===== src/rtl/hazard_unit.sv =====
// -----------------------------------------------------------------------------
// hazard_unit
//
// Pipeline hazard detector for the 5-stage MIPS core. It sits directly upstream
// of the NPC stage and does four jobs:
//   - Raises Bubble when ID must wait for an older instruction:
//       * load-use: a load in EX writes a register that ID reads.
//       * branch operands: a branch resolved in ID depends on EX or on a load in MEM.
//       * mult/div: the HI/LO unit is busy.
//     Bubble freezes NPC and IF/ID and puts a NOP into ID/EX.
//   - Turns NPC's registered Flush into an IF/ID flush. Bubble has priority over it.
//   - Tracks the multi-cycle mult/div unit with an IDLE/BUSY FSM and a down-counter.
//   - Counts stalled cycles in a saturating counter for performance debug.
//
// Ports:
//   clk, rst            rising-edge clock, asynchronous active-high reset
//   ID_rs/ID_rt         source fields of the instruction in ID
//   ID_uses_rs/rt       qualify whether ID really reads rs/rt
//   ID_is_branch        ID instruction resolves in ID (beq/bne/jr/jalr)
//   ID_reads_hilo       ID instruction is mfhi/mflo
//   ID_md_start         ID instruction is mult/multu/div/divu
//   ID_md_is_div        1 = div/divu, 0 = mult/multu
//   EX_MemRead/RegWrite/EX_dst  EX-stage load flag, write flag, destination
//   MEM_MemRead/MEM_dst         MEM-stage load flag and destination
//   Flush               NPC redirect flag
//   Bubble              stall for NPC and IF/ID
//   ifid_flush          zero the IF/ID register
//   idex_flush          insert a NOP into ID/EX
//   md_busy             mult/div unit occupied (registered)
//   md_done             one-cycle pulse on the last busy cycle
//   stall_cnt           saturating count of cycles with Bubble=1
// -----------------------------------------------------------------------------
module hazard_unit #(
   parameter int unsigned MUL_LAT = 4,
   parameter int unsigned DIV_LAT = 16,
   parameter int unsigned CNT_W   = 32
) (
   input  logic             clk,
   input  logic             rst,
   input  logic [4:0]       ID_rs,
   input  logic [4:0]       ID_rt,
   input  logic             ID_uses_rs,
   input  logic             ID_uses_rt,
   input  logic             ID_is_branch,
   input  logic             ID_reads_hilo,
   input  logic             ID_md_start,
   input  logic             ID_md_is_div,
   input  logic             EX_MemRead,
   input  logic             EX_RegWrite,
   input  logic [4:0]       EX_dst,
   input  logic             MEM_MemRead,
   input  logic [4:0]       MEM_dst,
   input  logic             Flush,
   output logic             Bubble,
   output logic             ifid_flush,
   output logic             idex_flush,
   output logic             md_busy,
   output logic             md_done,
   output logic [CNT_W-1:0] stall_cnt
);

   localparam int unsigned MAX_LAT = (DIV_LAT > MUL_LAT) ? DIV_LAT : MUL_LAT;
   localparam int unsigned LAT_W   = $clog2(MAX_LAT + 1);

   typedef enum logic {
      StIdle,
      StBusy
   } md_state_t;

   md_state_t        r_state;
   logic [LAT_W-1:0] r_md_cnt;
   logic [CNT_W-1:0] r_stall_cnt;

   logic w_rs_ex, w_rt_ex, w_rs_mem, w_rt_mem;
   logic w_ex_match, w_mem_match;
   logic w_load_use, w_branch_haz, w_md_haz;
   logic w_bubble;
   logic w_md_busy;
   logic w_md_accept;

   // Register $0 is hard-wired to zero, so a zero destination never creates a dependency.
   always_comb begin
      w_rs_ex  = ID_uses_rs && (ID_rs == EX_dst)  && (EX_dst  != 5'd0);
      w_rt_ex  = ID_uses_rt && (ID_rt == EX_dst)  && (EX_dst  != 5'd0);
      w_rs_mem = ID_uses_rs && (ID_rs == MEM_dst) && (MEM_dst != 5'd0);
      w_rt_mem = ID_uses_rt && (ID_rt == MEM_dst) && (MEM_dst != 5'd0);
   end

   assign w_ex_match  = w_rs_ex  | w_rt_ex;
   assign w_mem_match = w_rs_mem | w_rt_mem;

   assign w_md_busy    = (r_state == StBusy);
   assign w_load_use   = EX_MemRead & w_ex_match;
   assign w_branch_haz = ID_is_branch & ((EX_RegWrite & w_ex_match) |
                                         (MEM_MemRead & w_mem_match));
   assign w_md_haz     = w_md_busy & (ID_reads_hilo | ID_md_start);

   // Combinational so NPC holds in the same cycle. The reset term forces the outputs low
   // while rst is held, even if hazard inputs are present.
   assign w_bubble = ~rst & (w_load_use | w_branch_haz | w_md_haz);

   // A wrong-path start (with Flush) or a stalled start is never accepted. A start while
   // BUSY is already covered by w_md_haz, but the IDLE term keeps that explicit.
   assign w_md_accept = ID_md_start & ~w_bubble & ~Flush & (r_state == StIdle);

   assign Bubble     = w_bubble;
   assign idex_flush = w_bubble;
   assign ifid_flush = ~rst & Flush & ~w_bubble;
   assign md_busy    = w_md_busy;
   assign md_done    = w_md_busy & (r_md_cnt == LAT_W'(1));
   assign stall_cnt  = r_stall_cnt;

   // mult/div occupancy FSM. The counter holds the remaining busy cycles, including the
   // current one, so md_done fires while it reads 1.
   always_ff @(posedge clk or posedge rst) begin
      if (rst) begin
         r_state  <= StIdle;
         r_md_cnt <= '0;
      end else begin
         unique case (r_state)
            StIdle: begin
               if (w_md_accept) begin
                  r_state  <= StBusy;
                  r_md_cnt <= ID_md_is_div ? LAT_W'(DIV_LAT) : LAT_W'(MUL_LAT);
               end
            end
            StBusy: begin
               r_md_cnt <= r_md_cnt - LAT_W'(1);
               if (r_md_cnt == LAT_W'(1)) begin
                  r_state <= StIdle;
               end
            end
            default: begin
               r_state  <= StIdle;
               r_md_cnt <= '0;
            end
         endcase
      end
   end

   // Saturating stall counter: it sticks at all-ones instead of wrapping.
   always_ff @(posedge clk or posedge rst) begin
      if (rst) begin
         r_stall_cnt <= '0;
      end else if (w_bubble && (r_stall_cnt != {CNT_W{1'b1}})) begin
         r_stall_cnt <= r_stall_cnt + CNT_W'(1);
      end
   end

endmodule

===== config.mk =====
export PLATFORM = sky130hd
export DESIGN_NAME = hazard_unit
export DESIGN_NICKNAME = d
export VERILOG_FILES = /design/src/rtl/hazard_unit.sv
export SDC_FILE = /design/constraint.sdc
export NUM_CORES = 1
export LEC_CHECK = 0
export CORE_MARGIN = 2
export CORE_UTILIZATION = 40
export DETAILED_ROUTE_END_ITERATION = 10
export HOLD_SLACK_MARGIN = 0.06
export PLACE_DENSITY = 0.76
export SYNTH_ARGS = -nofsm -noshare
export SYNTH_HDL_FRONTEND = slang
export SYNTH_SLANG_ARGS = --single-unit

===== constraint.sdc =====
create_clock -name clk -period 8.7 [get_ports clk]
set_input_delay 2.61 -clock clk [delete_from_list [all_inputs] [get_ports clk]]
set_output_delay 2.61 -clock clk [all_outputs]
set_load 0.03 [all_outputs]

==> impl_metrics.json <==
{
  "status": "finished clean",
  "grt_setup_unrepaired": "no",
  "dp_cells": 367,
  "cp.buffers_inverters": 2,
  "antenna_cells": 0,
  "ant_nets": 0,
  "cts_root_buf": "clkbuf_8",
  "worst_setup_path_end_kind": "output port",
  "crit_type": "in -> out",
  "power.density_nw_per_um2": 226,
  "max_freq_mhz": 132,
  "cts_max_level": 2,
  "grt_pass1_wl_mm": 9.47,
  "synth_cells": 233,
  "postSynthNetCount": 268,
  "crit_required_ns": 6.09,
  "path_clk_slew_ns": 0.08,
  "slowest_delay_ns": 0.67,
  "start_util": 0.418,
  "pre_cts_ws_ns": 1.11,
  "grt_pass1_vias": 2027,
  "numCtsBuffers": 5,
  "hp-start": "stall_cnt[11]",
  "critPathLaunchType": "input pin",
  "setup-tns-final_ns": 0,
  "cpMostUsedCell": "clkdlybuf4s50_1",
  "vias": 1972,
  "track_usage": 0.187,
  "yosys_warnings": 0,
  "cts_buffer_depth": 2,
  "num-fill-cells": 523,
  "avgRoutedWirePerCell_um": 15.3,
  "tightest_slew_ns": 0.489,
  "crit_arrival_ns": 4.98,
  "synth_edf_count": 0,
  "post-route-min-period_ns": 7.59,
  "final.period_utilization": 0.873,
  "vdd_ir_drop_max_mv": 0.117,
  "gp_congestion": 0.774,
  "fin_nets": 337,
  "ys_ff_latch": 38,
  "crit_fanout": 4,
  "seq_area_frac_synth": 0.411,
  "ctsResizeCount": 0,
  "avgViaCountPerCell": 5.26,
  "slew_headroom": 0.674,
  "crit_slowest_cell": "clkdlybuf4s50_1",
  "reg2reg_from": "stall_cnt[2]",
  "drt_first_pass_iters": 4,
  "async_reset_ff_frac": 1.00,
  "yosys-top-cells-count": "dfrtp_1 (38), xor2_1 (28), xnor2_1 (25), nand2_1 (24), nor3_1 (18)",
  "finalMaxSlewViolations": 0,
  "setup_viol": 0,
  "routed_wl_mm": 5.74,
  "fin_cells": 375,
  "cp-startpoint": "MEM_dst[0]",
  "fin_total_pwr_uw": 716,
  "multiInputGateArea_um2": 1250,
  "grt_overflow": 0,
  "rows": 27,
  "synth_ff_type": "dfrtp_1",
  "fp.dieArea_um2": 6410,
  "coreArea_um2": 5540,
  "leakage_uw": 0.00130,
  "die_w_um": 80.1,
  "synth_top_area_share": 0.411,
  "synthDistinctLibCells": 42,
  "synth_area_leader_cell": "dfrtp_1",
  "syn_area_um2": 2310,
  "drive_gt1_frac": 0.0825,
  "die_h_um": 80.1,
  "antenna_found_initial": 0,
  "drt-initial-drc-count": 88,
  "maxCapViolCount": 0,
  "yosysMostFrequentCell": "dfrtp_1",
  "dp_hpwl_mm": 4.09,
  "clk_latency_ns": 0.29,
  "worstPathCellList": "clkdlybuf4s50_1 -> or3_1 -> o311a_1 -> a221oi_2 -> and3_1 -> clkdlybuf4s50_1",
  "yosys-top-cells-area": "dfrtp_1 (41%), xor2_1 (11%), xnor2_1 (9.5%)",
  "clock_sink_count": 38,
  "holdCritPathClass": "reg -> reg",
  "drc": 0,
  "hold_buffers": 0,
  "hold_viol": 0,
  "syn_to_final_growth_pct": 36.8,
  "layout_setup_ws_ns": 1.11,
  "regArea_um2": 951,
  "io_pins": 69,
  "worst_clock_skew_ns": 0.00768,
  "io_buffers": 68,
  "syn_area_per_cell_um2": 9.93,
  "grt_max_degree": 39,
  "crit_family": "buffers and inverters",
  "cts_setup_buffers": 0,
  "cts_tree": "yes"
}
[cell usage in the layout (no fill, tap or decap), types with 4 or more instances in the layout]
cell type         n
nor3_1           18
clkdlybuf4s50_1  68
and3_1            7
inv_1             6
clkbuf_8          6
o22ai_1           4
nand2_1          24
nor4_1            8
a21oi_1           4
or3_1             5
dfrtp_1          38
nor2_1            8
nand3_1           9
xor2_1           28
xnor2_1          25
nand4_1          13
[final cells by class]
cell class	instances	share of cell area
multi-input cells	179	0.396
flip-flops and latches	38	0.300
repair buffers	71	0.222
well taps	72	0.0284
clock buffers	6	0.0261
clock inverters	2	0.0190
inverters	7	0.00830
[report_power, final]
part	switching (µW)	internal (µW)
clock	63.6	122
combinational	156	117
sequential	43.8	214
[through the flow]
step            util  area (µm²)  hold slack, ns
6_report       0.572        3170           0.492
5_1_grt        0.572        3170           0.516
4_1_cts        0.572        3170           0.495
3_5_place_dp   0.546        3020           0.480
3_3_place_gp   0.546        3020           0.474
2_1_floorplan      -        2310           0.517
[final timing paths]
path	to	slack, ns	depth (start not counted)
max in group asynchronous	stall_cnt[17]	5.48	3
min reg2reg	stall_cnt[11]	0.49	1
max	ifid_flush	1.11	6
min in group asynchronous	r_md_cnt[0]	2.87	3
max reg2reg	stall_cnt[1]	6.21	7
min	stall_cnt[11]	0.49	1
[registers in the layout, indices dropped and copies added, names as in the netlist]
name,cells
md_busy,1
r_md_cnt,5
stall_cnt,32
[kinds of logic after synthesis]
group           after synthesis  synth area share
fa+ha+maj                     3            0.0162
simple gates                108             0.275
compound gates               14            0.0454
flops                        38             0.411
buf+inv                      16            0.0476
xor+xnor                     53             0.201
mux                           1           0.00486
[metal layers]
layer	vias to the layer above	track usage	routed length, µm
li1	962	-	-
met1	931	0.240	2530
met2	68	0.305	2650
met3	11	0.0551	450
met4	0	0.0542	106
met5	-	0	0
(Power assumes the default switching activity.)
